## src/rtl/spi_pkg.sv

```systemverilog
`default_nettype none
// ============================================================================
// Module      : spi_pkg
// Description : Opcodes, FSM state encoding and sizing shared by the SPI
//               master controller and the slave-side blocks.
// Revision    : 1.0 - initial release
// ============================================================================
package spi_pkg;

  localparam int FRAME_W = 10;
  localparam int CNT_W   = 4;
  localparam int BYTE_W  = 8;

  typedef logic [1:0] op_t;

  localparam op_t WR_ADDR = 2'b00;
  localparam op_t WR_DATA = 2'b01;
  localparam op_t RD_ADDR = 2'b10;
  localparam op_t RD_DATA = 2'b11;

  typedef logic [2:0] state_t;

  localparam state_t ST_IDLE  = 3'd0;
  localparam state_t ST_START = 3'd1;
  localparam state_t ST_SHIFT = 3'd2;
  localparam state_t ST_WAIT  = 3'd3;
  localparam state_t ST_RECV  = 3'd4;
  localparam state_t ST_DONE  = 3'd5;

  // Slave select is asserted for every state that belongs to a frame body.
  function automatic logic ss_active(input state_t s);
    return (s == ST_START) || (s == ST_SHIFT) || (s == ST_WAIT) || (s == ST_RECV);
  endfunction

endpackage
`default_nettype wire

```

## src/rtl/spi_shift_reg.sv

```systemverilog
`default_nettype none
// ============================================================================
// Module      : spi_shift_reg
// Description : Parallel-load shift register, serial-out MSB first, with
//               serial-in at the LSB for receiving a byte.
// Revision    : 1.0 - initial release
// ============================================================================
module spi_shift_reg #(
  parameter int W    = 10,
  parameter int RX_W = 8
) (
  input  logic            clk,
  input  logic            rst,
  input  logic            load,
  input  logic [W-1:0]    load_data,
  input  logic            shift_en,
  input  logic            serial_in,
  output logic            serial_out,
  output logic [RX_W-1:0] rx_next
);

  logic [W-1:0] data_q;
  logic [W-1:0] data_d;

  always_comb begin
    data_d = data_q;
    if (load) begin
      data_d = load_data;
    end else if (shift_en) begin
      data_d = {data_q[W-2:0], serial_in};
    end
  end

  always_ff @(posedge clk or posedge rst) begin
    if (rst) begin
      data_q <= '0;
    end else begin
      data_q <= data_d;
    end
  end

  assign serial_out = data_q[W-1];
  // Received byte as it will look once the bit currently on serial_in lands.
  assign rx_next    = {data_q[RX_W-2:0], serial_in};

endmodule
`default_nettype wire

```

## src/rtl/spi_master_ctrl.sv

```systemverilog
`default_nettype none
// ============================================================================
// Module      : spi_master_ctrl
// Description : SPI master issuing 10-bit {op,payload} frames, with an
//               optional latency wait and 8-bit receive for read-data frames.
// Revision    : 1.0 - initial release
// ============================================================================
module spi_master_ctrl
  import spi_pkg::*;
#(
  parameter int RD_LATENCY = 2,
  parameter int GAP        = 1
) (
  input  logic              clk,
  input  logic              rst,
  input  logic              cmd_valid,
  output logic              cmd_ready,
  input  logic [1:0]        cmd_op,
  input  logic [BYTE_W-1:0] cmd_payload,
  output logic              done,
  output logic              rsp_valid,
  output logic [BYTE_W-1:0] rsp_data,
  output logic              SS_n,
  output logic              MOSI,
  input  logic              MISO
);

  localparam logic [CNT_W-1:0] BITS_LAST = CNT_W'(FRAME_W - 1);
  localparam logic [CNT_W-1:0] RX_LAST   = CNT_W'(BYTE_W - 1);
  localparam logic [CNT_W-1:0] LAT_LAST  = CNT_W'(RD_LATENCY - 1);
  localparam logic [CNT_W-1:0] GAP_LOAD  = CNT_W'(GAP);

  state_t            state_q, state_d;
  logic [CNT_W-1:0]  cnt_q, cnt_d;
  logic [CNT_W-1:0]  gap_q, gap_d;
  op_t               op_q, op_d;
  logic [BYTE_W-1:0] rsp_data_q, rsp_data_d;
  logic              rdy_en_q;

  logic              accept;
  logic              sr_shift;
  logic              sr_msb;
  logic [BYTE_W-1:0] rx_next;

  assign accept = cmd_valid && cmd_ready;

  spi_shift_reg #(
    .W    (FRAME_W),
    .RX_W (BYTE_W)
  ) u_shift_reg (
    .clk        (clk),
    .rst        (rst),
    .load       (accept),
    .load_data  ({cmd_op, cmd_payload}),
    .shift_en   (sr_shift),
    .serial_in  (MISO),
    .serial_out (sr_msb),
    .rx_next    (rx_next)
  );

  always_ff @(posedge clk or posedge rst) begin
    if (rst) begin
      state_q <= ST_IDLE;
    end else begin
      state_q <= state_d;
    end
  end

  always_comb begin
    state_d = state_q;
    case (state_q)
      ST_IDLE:  if (accept) state_d = ST_START;
      ST_START: state_d = ST_SHIFT;
      ST_SHIFT: begin
        if (cnt_q == BITS_LAST) begin
          case (op_q)
            RD_DATA:                   state_d = (RD_LATENCY == 0) ? ST_RECV : ST_WAIT;
            WR_ADDR, WR_DATA, RD_ADDR: state_d = ST_DONE;
          endcase
        end
      end
      ST_WAIT:  if (cnt_q == LAT_LAST) state_d = ST_RECV;
      ST_RECV:  if (cnt_q == RX_LAST) state_d = ST_DONE;
      ST_DONE:  state_d = ST_IDLE;
      default:  state_d = ST_IDLE;
    endcase
  end

  always_comb begin
    cmd_ready = (state_q == ST_IDLE) && (gap_q == '0) && rdy_en_q;
    SS_n      = !ss_active(state_q);
    MOSI      = ((state_q == ST_START) || (state_q == ST_SHIFT)) && sr_msb;
    done      = (state_q == ST_DONE);
    rsp_valid = (state_q == ST_DONE) && (op_q == RD_DATA);
    rsp_data  = rsp_data_q;
  end

  // Counters restart on every state change so each phase counts from zero.
  always_comb begin
    cnt_d = '0;
    if ((state_d == state_q) &&
        ((state_q == ST_SHIFT) || (state_q == ST_WAIT) || (state_q == ST_RECV))) begin
      cnt_d = cnt_q + 1'b1;
    end

    gap_d = gap_q;
    if (state_q == ST_DONE) begin
      gap_d = GAP_LOAD;
    end else if (gap_q != '0) begin
      gap_d = gap_q - 1'b1;
    end

    op_d       = accept ? cmd_op : op_q;
    sr_shift   = (state_q == ST_SHIFT) || (state_q == ST_RECV);
    rsp_data_d = rsp_data_q;
    if ((state_q == ST_RECV) && (cnt_q == RX_LAST)) begin
      rsp_data_d = rx_next;
    end
  end

  always_ff @(posedge clk or posedge rst) begin
    if (rst) begin
      cnt_q      <= '0;
      gap_q      <= '0;
      op_q       <= WR_ADDR;
      rsp_data_q <= '0;
      rdy_en_q   <= 1'b0;
    end else begin
      cnt_q      <= cnt_d;
      gap_q      <= gap_d;
      op_q       <= op_d;
      rsp_data_q <= rsp_data_d;
      rdy_en_q   <= 1'b1;
    end
  end

endmodule
`default_nettype wire

```

## config.mk

```make
export PLATFORM = sky130hd
export DESIGN_NAME = spi_master_ctrl
export DESIGN_NICKNAME = d
export VERILOG_FILES = /design/src/rtl/spi_pkg.sv /design/src/rtl/spi_shift_reg.sv /design/src/rtl/spi_master_ctrl.sv
export SDC_FILE = /design/constraint.sdc
export NUM_CORES = 1
export LEC_CHECK = 0
export BUFFER_PORTS_ARGS = -buffer_cell sky130_fd_sc_hd__buf_2
export CELL_PAD_IN_SITES_DETAIL_PLACEMENT = 0
export CELL_PAD_IN_SITES_GLOBAL_PLACEMENT = 1
export CORE_MARGIN = 1.5
export CORE_UTILIZATION = 32
export DETAILED_ROUTE_END_ITERATION = 6
export PLACE_DENSITY_LB_ADDON = 0.08
export SETUP_SLACK_MARGIN = 0.1
export SLEW_MARGIN = 25
export SYNTH_ARGS = -nofsm -noshare
export SYNTH_HDL_FRONTEND = slang
export SYNTH_HIERARCHICAL = 1
export SYNTH_SLANG_ARGS = --single-unit
```

## constraint.sdc

```tcl
create_clock -name clk -period 2.35 [get_ports clk]
set_clock_uncertainty 0.15 [all_clocks]
set_input_delay 0.3525 -clock clk [delete_from_list [all_inputs] [get_ports clk]]
set_output_delay 0.3525 -clock clk [all_outputs]
set_load 0.01 [all_outputs]
```

# After elaboration in Yosys (flattened, before gate mapping)
# Cells that the tools add are included.
[word_totals]
register_bits = 32
latch_bits = 0
ramBits = 0
mem_bits_ro = 0
input_bits = 14
output_inout_bits = 13
wordCells = 53
n_memories = 0
[classes]
n_addsub = 2
mul = 0
div_mod_pow = 0
order_cmp = 0
eq_ne = 12
shift = 0
muxes = 11
bitwise = 0
n_reduce_logical = 21
[ops]
columns = ["cell", "n"]
rows = [
  ["$mux 10", 2],
  ["$pmux 3 s5", 1],
  ["$mux 3", 4],
  ["$mux 4", 3],
  ["$logic_and 1x1->1", 7],
  ["$eq 3x2->1 const B", 2],
  ["$eq 3x3->1 const B", 2],
  ["$logic_or 1x1->1", 6],
  ["$pmux 3 s2", 1],
  ["$add 4x1->4 const B", 1],
  ["$eq 2x2->1 const B", 2],
  ["$eq 4x1->1 const B", 1],
  ["$eq 4x3->1 const B", 1],
  ["$eq 4x4->1 const B", 1],
  ["$logic_not 4->1", 1],
  ["$reduce_bool 2->1", 2],
  ["$reduce_bool 4->1", 1],
  ["$sub 4x1->4 const B", 1],
  ["$eq 3x1->1 const B", 1],
  ["$eq 3x3->1", 1],
  ["$logic_not 3->1", 1],
  ["$reduce_or 3->1", 1],
  ["$eq 2x1->1 const B", 1],
  ["$logic_not 2->1", 1],
  ["$logic_not 1->1", 1],
]

# Logic depth before layout (Yosys ltp)
# Gate-level depths: netlist (run 1).
[logic_depth]
ltp_word = 9
ltp_mapped = 7
mapped_depth_nobuf = 6

# Modules after synthesis
# The synthesis (run 1) kept the hierarchy.
[modules_own_cells]
columns = ["module", "n_inst", "cells_per_inst", "area_each_um2"]
rows = [
  ["spi_master_ctrl", 1, 101, 1127.3],
  ["spi_shift_reg", 1, 52, 526.8],
]

# Worst setup path before layout (run 1)
# No wires, ideal clock.
[synth_timing]
path_type = "flip-flop to flip-flop"
start = "register state_q[1]"
end = "register op_q[0]"
t_arrival_ns = 1.495
slack_ns = 0.580
stages_incl_launch_ff = 6
path_buffers = 2
path_cell_list = "dfrtp_1 > buf_4 > nor4b_1 > and4_4 > buf_6 > mux2_2"
[synth_via]
elab_chain_cells = 4
[synth_lines]
columns = ["item", "line_no", "source"]
rows = [
  ["start: declaration", "spi_master_ctrl.sv:33", "state_t state_q, state_d;"],
  ["start signal: assignment", "spi_master_ctrl.sv:65", "state_q <= state_d;"],
  ["$logic_not 3->1", "spi_master_ctrl.sv:90", "cmd_ready = (state_q == ST_IDLE) && (gap_q == '0) && rdy_en_q;"],
  ["$logic_and 1x1->1 (2 in a row)", "spi_master_ctrl.sv:90", ""],
  ["$logic_and 1x1->1", "spi_master_ctrl.sv:45", "assign accept = cmd_valid && cmd_ready;"],
  ["net accept", "spi_master_ctrl.sv:40", "logic accept;"],
  ["end signal: assignment", "spi_master_ctrl.sv:131", "op_q <= op_d;"],
  ["end: declaration", "spi_master_ctrl.sv:36", "op_t op_q, op_d;"],
]
# The timed path passes the listed nets, and every way through them passes these cells.
# A chain may end at the register's enable or synchronous reset.

# Worst setup path after layout (run 1)
[layout_timing]
start = "register state_q[1]"
end = "output rsp_valid"
[layout_via]
elab_chain_cells = 2
[layout_lines]
columns = ["item", "line_no", "source"]
rows = [
  ["$eq 3x3->1", "spi_master_ctrl.sv:94", "rsp_valid = (state_q == ST_DONE) && (op_q == RD_DATA);"],
  ["$logic_and 1x1->1", "spi_master_ctrl.sv:94", ""],
  ["end: declaration", "spi_master_ctrl.sv:21", "output logic rsp_valid,"],
]
# Every way passes these cells.

==> results.txt, run 1 <==
EDFF count, synth: 0
Drt drc: 0
DR pass1 iterations: 4
Post-CTS Setup Bufs: 0
Worst-path clk slew: 0.06 ns
Drt total wl: 3.209 mm
Seq cells post-synth: 32
Worst Reg-to-Reg Cells: 6
Final hold slack: 0.1344 ns
Worst Tran Pin Value: 0.5167 ns
Top post-synthesis cells by count: dfrtp_1 (32), nand2_1 (17), mux2i_1 (12), mux2_2 (10)
Worst EP required: 1.85 ns
Die area: 0.005609 mm²
ANT cells: 0
Leading area contributor after synthesis: dfrtp_1
Largest net degree at the start of global routing: 14
Slew HR: 65.32%
GR Overflow Total: 0
Vias in the first global route: 1136
HP Start: cmd_payload[0]
IO Pins: 27
Max Cap Viol: 0
H-tree depth: 2
GPL Wtd Cong: 0.7122
Design area: 0.001872 mm²
Detailed-route via count: 1107
Post-Layout Cell Count: 242
Clock Latency Late Sink: 0.28 ns
Routed Antenna Nets: 0
Final period utilization: 88.18%
Layout cell share with drive strength beyond 1: 30.29%
Starting Density: 34.12%
Setup ws final: 0.2778 ns
Number of port buffers: 26
Critical-path cell list: nand2b_1, or2_2, nor2_1, buf_2
Multi-input logic area: 711.9 µm²
CP endpoint kind: output pin
Sequential cell area: 802.0 µm²
Share of the synthesized area in the top cell type: 48.41%
Worst path bufs/invs: 1
Lkg Pwr: 0.9279 nW
WP data arrival: 1.57 ns
Final Core Density: 38.61%
Drt via density: 4.574
Cells after Synth: 153
Synth warnings: 6
Syn Area/Cell: 10.81 µm²
Fillers: 499
Worst reg2reg setup slack: 0.40 ns
Seq/Total Area, Yosys: 48.41%
Max-slew violations: 0
FF-to-FF End: cnt_q[1]
Asr flop ratio synth: 100.0%
Status: complete, no violations
Core area: 0.004848 mm²
Synth unique cells: 33
Post-route setup TNS: 0 ns
Startpoint class of the critical path: flop
Vert. Die Dim: 74.90 µm
Longest Clk Path Bufs: 2
Critical path class: flop to output pin
Largest stage delay on the critical path: 0.49 ns
Count leader, synth: dfrtp_1
Critical path's top delay family: simple AND/OR/NAND/NOR gates
Syn nets: 171
CTS tree: built
Num rows: 25
Primary FF master, synth: dfrtp_1
Pwr per Cell Area: 1182 mW/mm²
Fmax: 0.4826 GHz
Nets: 193
Critical path's slowest cell: dfrtp_1
Synth-to-Final Area Change: 13.16%
Placed insts: 234
RSZ-0062 raised after global routing: false
Top cells by area, synth: dfrtp_1 (48%), mux2i_1 (7.3%), mux2_2 (6.8%)
Clock sinks: 32
Final Hold Fails: 0
Total CTS buffers: 5
Die X-Extent: 74.90 µm
Hold Path Class: input pin to flop
Initial antenna violation count: 0
Gr usage total: 13.34%
Pre-CTS setup slack: 0.3523 ns
Hold-critical path depth: 3
Hold Path End: u_shift_reg/data_q[0]
Crit-path max FO: 9
Minimum clock period after layout: 2.072 ns
First-pass GRT wire length: 5.499 mm
Starting DRT DRC Count: 24
Wire length per cell: 13.26 µm
Peak supply drop: 0.4382 mV
Setup Viol. Count Final: 0
DP HPWL: 2.357 mm
Placed cell areas: 0.001783 mm²
Root Driver: clkbuf_8
Reg-to-reg startpoint: cnt_q[1]
PnR Total Power: 2.212 mW
Synth Cell Area: 0.001654 mm²
[flip-flops by register name, summed over array words and instances, names as in the netlist]
signal / flops
op_q: 2
state_q: 3
gap_q: 4
rdy_en_q: 1
u_shift_reg/data_q: 10
cnt_q: 4
rsp_data: 8
[worst max path at each step]
stage / from / endpoint / slack (ns) / cells after the start
finish: state_q[1] / rsp_valid / 0.28 / 4
global route: cnt_q[1] / cnt_q[3] / 0.19 / 6
CTS: state_q[0] / rsp_valid / 0.16 / 4
detailed placement: state_q[0] / op_q[0] / 0.35 / 3
global placement: state_q[0] / op_q[0] / 0.41 / 3
floorplan: state_q[1] / op_q[0] / 0.58 / 5
[cells in the final DEF, fill, tap and decap left out, drive strengths merged, types with 3 or more instances in the layout]
cell / netlist / layout
nor3: 6 / 6
inv: 7 / 7
mux2i: 12 / 12
dfrtp: 32 / 32
xnor2: 5 / 5
o21ai: 11 / 11
buf: 16 / 30
ha: 4 / 4
clkbuf: 0 / 6
mux2: 10 / 10
nor2: 8 / 8
nor2b: 3 / 3
a21oi: 3 / 3
nand2: 17 / 17
[kinds of logic after synthesis]
kind of cell	count (synthesis)	synth area share, %
XOR/XNOR	7	3.707
other	1	0.2267
AO/OA/AOI/OAI	20	8.396
buffers and inverters	23	8.547
flip-flops	32	48.41
adder cells (fa/ha/maj)	4	3.026
AND/OR/NAND/NOR	44	13.62
multiplexers	22	14.07
[power breakdown]
| part | internal (mW) | switching (mW) |
|---|---|---|
| clock network | 0.201 | 0.193 |
| logic | 0.428 | 0.429 |
| registers | 0.760 | 0.200 |
| total | 1.39 | 0.822 |
[layout make-up]
cell class	count	share of cell area, %
repair buffers	31	9.091
flip-flops and latches	32	42.85
clock buffers	6	3.877
multi-input cells	98	38.03
clock inverters	1	0.2674
inverters	7	1.404
well taps	67	4.479
[tightest hold or removal path, stage by stage]
cell and delay (ns):
buf_2 0.08, nand2_1 0.05, o21ai_2 0.05
[metal layers]
metal / part of all wire (%) / track usage, % / routed length (µm)
met1: 47 / 18.11 / 1495
met2: 46 / 19.76 / 1492
met3: 5.2 / 4.150 / 168
met4: 1.7 / 5.455 / 53
met5: 0 / 0 / 0
[repair_timing]
item                                    in CTS  in global routing
resized for setup                            0                  1
hold endpoints to repair                    20                  0
hold buffers                                 1                  0
endpoints found under the setup margin       0                  2
Note: power is estimated with default switching activity, not from simulation.
==> run 2, diff against run 1 <==
--- a/config.mk
+++ b/config.mk
@@ -5,11 +5,12 @@
 export SDC_FILE = /design/constraint.sdc
 export NUM_CORES = 1
 export LEC_CHECK = 0
-export BUFFER_PORTS_ARGS = -buffer_cell sky130_fd_sc_hd__buf_2
+export BUFFER_PORTS_ARGS = -buffer_cell sky130_fd_sc_hd__clkbuf_2
 export CELL_PAD_IN_SITES_DETAIL_PLACEMENT = 0
 export CELL_PAD_IN_SITES_GLOBAL_PLACEMENT = 1
 export CORE_MARGIN = 1.5
 export CORE_UTILIZATION = 32
+export CTS_CLUSTER_SIZE = 30
 export DETAILED_ROUTE_END_ITERATION = 6
 export PLACE_DENSITY_LB_ADDON = 0.08
 export SETUP_SLACK_MARGIN = 0.1
==> run 2 against run 1 <==
  * Sequential share of layout area fell by 1.1 points
  * Worst hold slack gained 0.0013 ns
  * Combinational power about the same
  * Global-route usage is 0.22 points lower
  * Clock power is 47% higher
  * Non-clock buffer count is the same
  * Critical endpoint unchanged
  * Largest cell class unchanged
==> results.txt, run 2 (synthesis results as in run 1) <==
Root Driver: clkbuf_8 (unchanged)
Critical path's slowest cell: dfrtp_1 (unchanged)
First-pass GRT wire length: 5.416 mm (was 5.499 mm)
Critical path class: flop to output pin (unchanged)
Synth-to-Final Area Change: 16.11% (was 13.16%)
Status: complete, no violations (unchanged)
Wire length per cell: 13.28 µm (was 13.26 µm)
Drt drc: 0 (unchanged)
Gr usage total: 13.12% (was 13.34%)
Die area: 0.005609 mm² (unchanged)
Leading cell type in the layout, fill and taps excluded: dfrtp_1 (unchanged)
ANT cells: 0 (unchanged)
Crit-path max FO: 9 (unchanged)
Hold Path Class: input pin to flop (unchanged)
GPL Wtd Cong: 0.7122 (unchanged)
Pre-CTS setup slack: 0.3366 ns (was 0.3523 ns)
Worst EP required: 1.85 ns (about the same)
Vias in the first global route: 1107 (was 1136)
Setup Viol. Count Final: 0 (unchanged)
Longest Clk Path Bufs: 2 (unchanged)
Worst Tran Pin Value: 0.5134 ns (was 0.5167 ns)
Worst reg2reg setup slack: 0.38 ns (was 0.40 ns)
Drt via density: 4.535 (was 4.574)
Setup ws final: 0.2650 ns (was 0.2778 ns)
Starting Density: 34.12% (unchanged)
Post-Layout Cell Count: 243 (was 242)
DR pass1 iterations: 4 (unchanged)
Final Hold Fails: 0 (unchanged)
Core area: 0.004848 mm² (unchanged)
H-tree depth: 2 (unchanged)
Worst Reg-to-Reg Cells: 3 (was 6)
Largest stage delay on the critical path: 0.50 ns (was 0.49 ns)
Nets: 193 (unchanged)
Detailed-route via count: 1102 (was 1107)
Max Cap Viol: 0 (unchanged)
Max-slew violations: 0 (unchanged)
Max reg flops: 10 (unchanged)
Initial antenna violation count: 0 (unchanged)
Largest net degree at the start of global routing: 14 (unchanged)
FF-to-FF End: op_q[0] (was cnt_q[1])
Placed insts: 234 (unchanged)
Hold Path End: u_shift_reg/data_q[0] (unchanged)
WP data arrival: 1.58 ns (was 1.57 ns)
Pwr per Cell Area: 1248 mW/mm² (was 1182 mW/mm²)
Die X-Extent: 74.90 µm (unchanged)
HP Start: cmd_payload[0] (unchanged)
Critical-path cell list: nand2b_1, or2_2, nor2_1, clkbuf_2 (was nand2b_1, or2_2, nor2_1, buf_2)
DP HPWL: 2.394 mm (was 2.357 mm)
CP endpoint kind: output pin (unchanged)
Startpoint class of the critical path: flop (unchanged)
Slew HR: 65.54% (was 65.32%)
Final period utilization: 88.72% (was 88.18%)
IO Pins: 27 (unchanged)
Fillers: 497 (was 499)
Clock sinks: 32 (unchanged)
Layout cell share with drive strength beyond 1: 31.25% (was 30.29%)
Worst-path clk slew: 0.07 ns (was 0.06 ns)
Total CTS buffers: 5 (unchanged)
Fmax: 0.4796 GHz (was 0.4826 GHz)
Number of port buffers: 26 (unchanged)
Reg-to-reg startpoint: state_q[1] (was cnt_q[1])
CTS tree: built (unchanged)
Drt total wl: 3.226 mm (was 3.209 mm)
Peak supply drop: 0.4230 mV (was 0.4382 mV)
Most frequent cells in the layout: dfrtp_1 (31), clkbuf_2 (26), nand2_1 (17) (was dfrtp_1 (31), buf_2 (26), nand2_1 (17))
Routed Antenna Nets: 0 (unchanged)
GR Overflow Total: 0 (unchanged)
Lkg Pwr: 0.9433 nW (was 0.9279 nW)
Hold-critical path depth: 3 (unchanged)
Num rows: 25 (unchanged)
Largest Register: u_shift_reg/data_q (unchanged)
RSZ-0062 raised after global routing: false (unchanged)
Clock Latency Late Sink: 0.28 ns (about the same)
Vert. Die Dim: 74.90 µm (unchanged)
Minimum clock period after layout: 2.085 ns (was 2.072 ns)
Post-route setup TNS: 0 ns (unchanged)
Starting DRT DRC Count: 55 (was 24)
==> run 2: changes by cell type in the layout (fill, tap and decap cells not counted), sizes merged <==
cell    previous run  this run
clkinv             1         0
bufinv             0         1
buf               30         4
clkbuf             6        33
==> run 2: layout make-up <==
type	instances	area [µm²]	area share, %
Sequential cell	32	802.0	41.76
Multi-Input combinational cell	98	711.9	37.07
Timing Repair Buffer	31	170.2	8.860
Clock buffer	7	96.34	5.016
Tap cell	67	83.83	4.365
Clock inverter	1	30.03	1.564
Inverter	7	26.28	1.368
==> run 2: layer usage <==
| layer | routed length, µm | up-vias | track usage (%) |
|---|---|---|---|
| li1 | - | 549 | - |
| met1 | 1507 | 532 | 17.37 |
| met2 | 1581 | 17 | 20.65 |
| met3 | 102 | 4 | 3.481 |
| met4 | 34 | 0 | 4.848 |
| met5 | 0 | - | 0 |
==> run 2: worst max path at each step <==
stage	start	endpoint	depth (start not counted)	slack (ns)
3_5_place_dp	state_q[0]	op_q[0]	3	0.34
2_1_floorplan	state_q[1]	op_q[0]	5	0.58
5_1_grt	state_q[1]	cmd_ready	3	0.12
6_report	state_q[1]	rsp_valid	4	0.26
4_1_cts	state_q[0]	rsp_valid	4	0.15
3_3_place_gp	state_q[0]	op_q[0]	3	0.41
==> run 2: report_power, final <==
part	internal, mW	switching, mW
registers	0.760	0.201
clock network	0.374	0.206
logic	0.428	0.427
total	1.56	0.834
==> run 2: metrics by stage <==
stage               total power [mW]  hold WS, ns  instance area (µm²)  utilization, %
global route                   2.582       0.1416                 1921           39.61
floorplan                      1.731      0.04268                 1654               -
CTS                            2.437       0.1262                 1919           39.59
global placement               1.824       0.2075                 1783           36.77
finish                         2.396       0.1356                 1921           39.61
detailed placement             1.841       0.2146                 1783           36.77
==> run 2: critical path: cells and delay by family, from the launching register on <==
family / cells / cell delay (ns)
buf+inv: 1 / 0.14
simple gates: 3 / 0.66
flops: 1 / 0.50
==> run 2: timing repair <==
item	4_1_cts	5_1_grt
buffers inserted	0	0
endpoints found under the hold margin	20	0
endpoints found under the setup margin	0	3
resized for setup	0	1
hold buffers	1	0
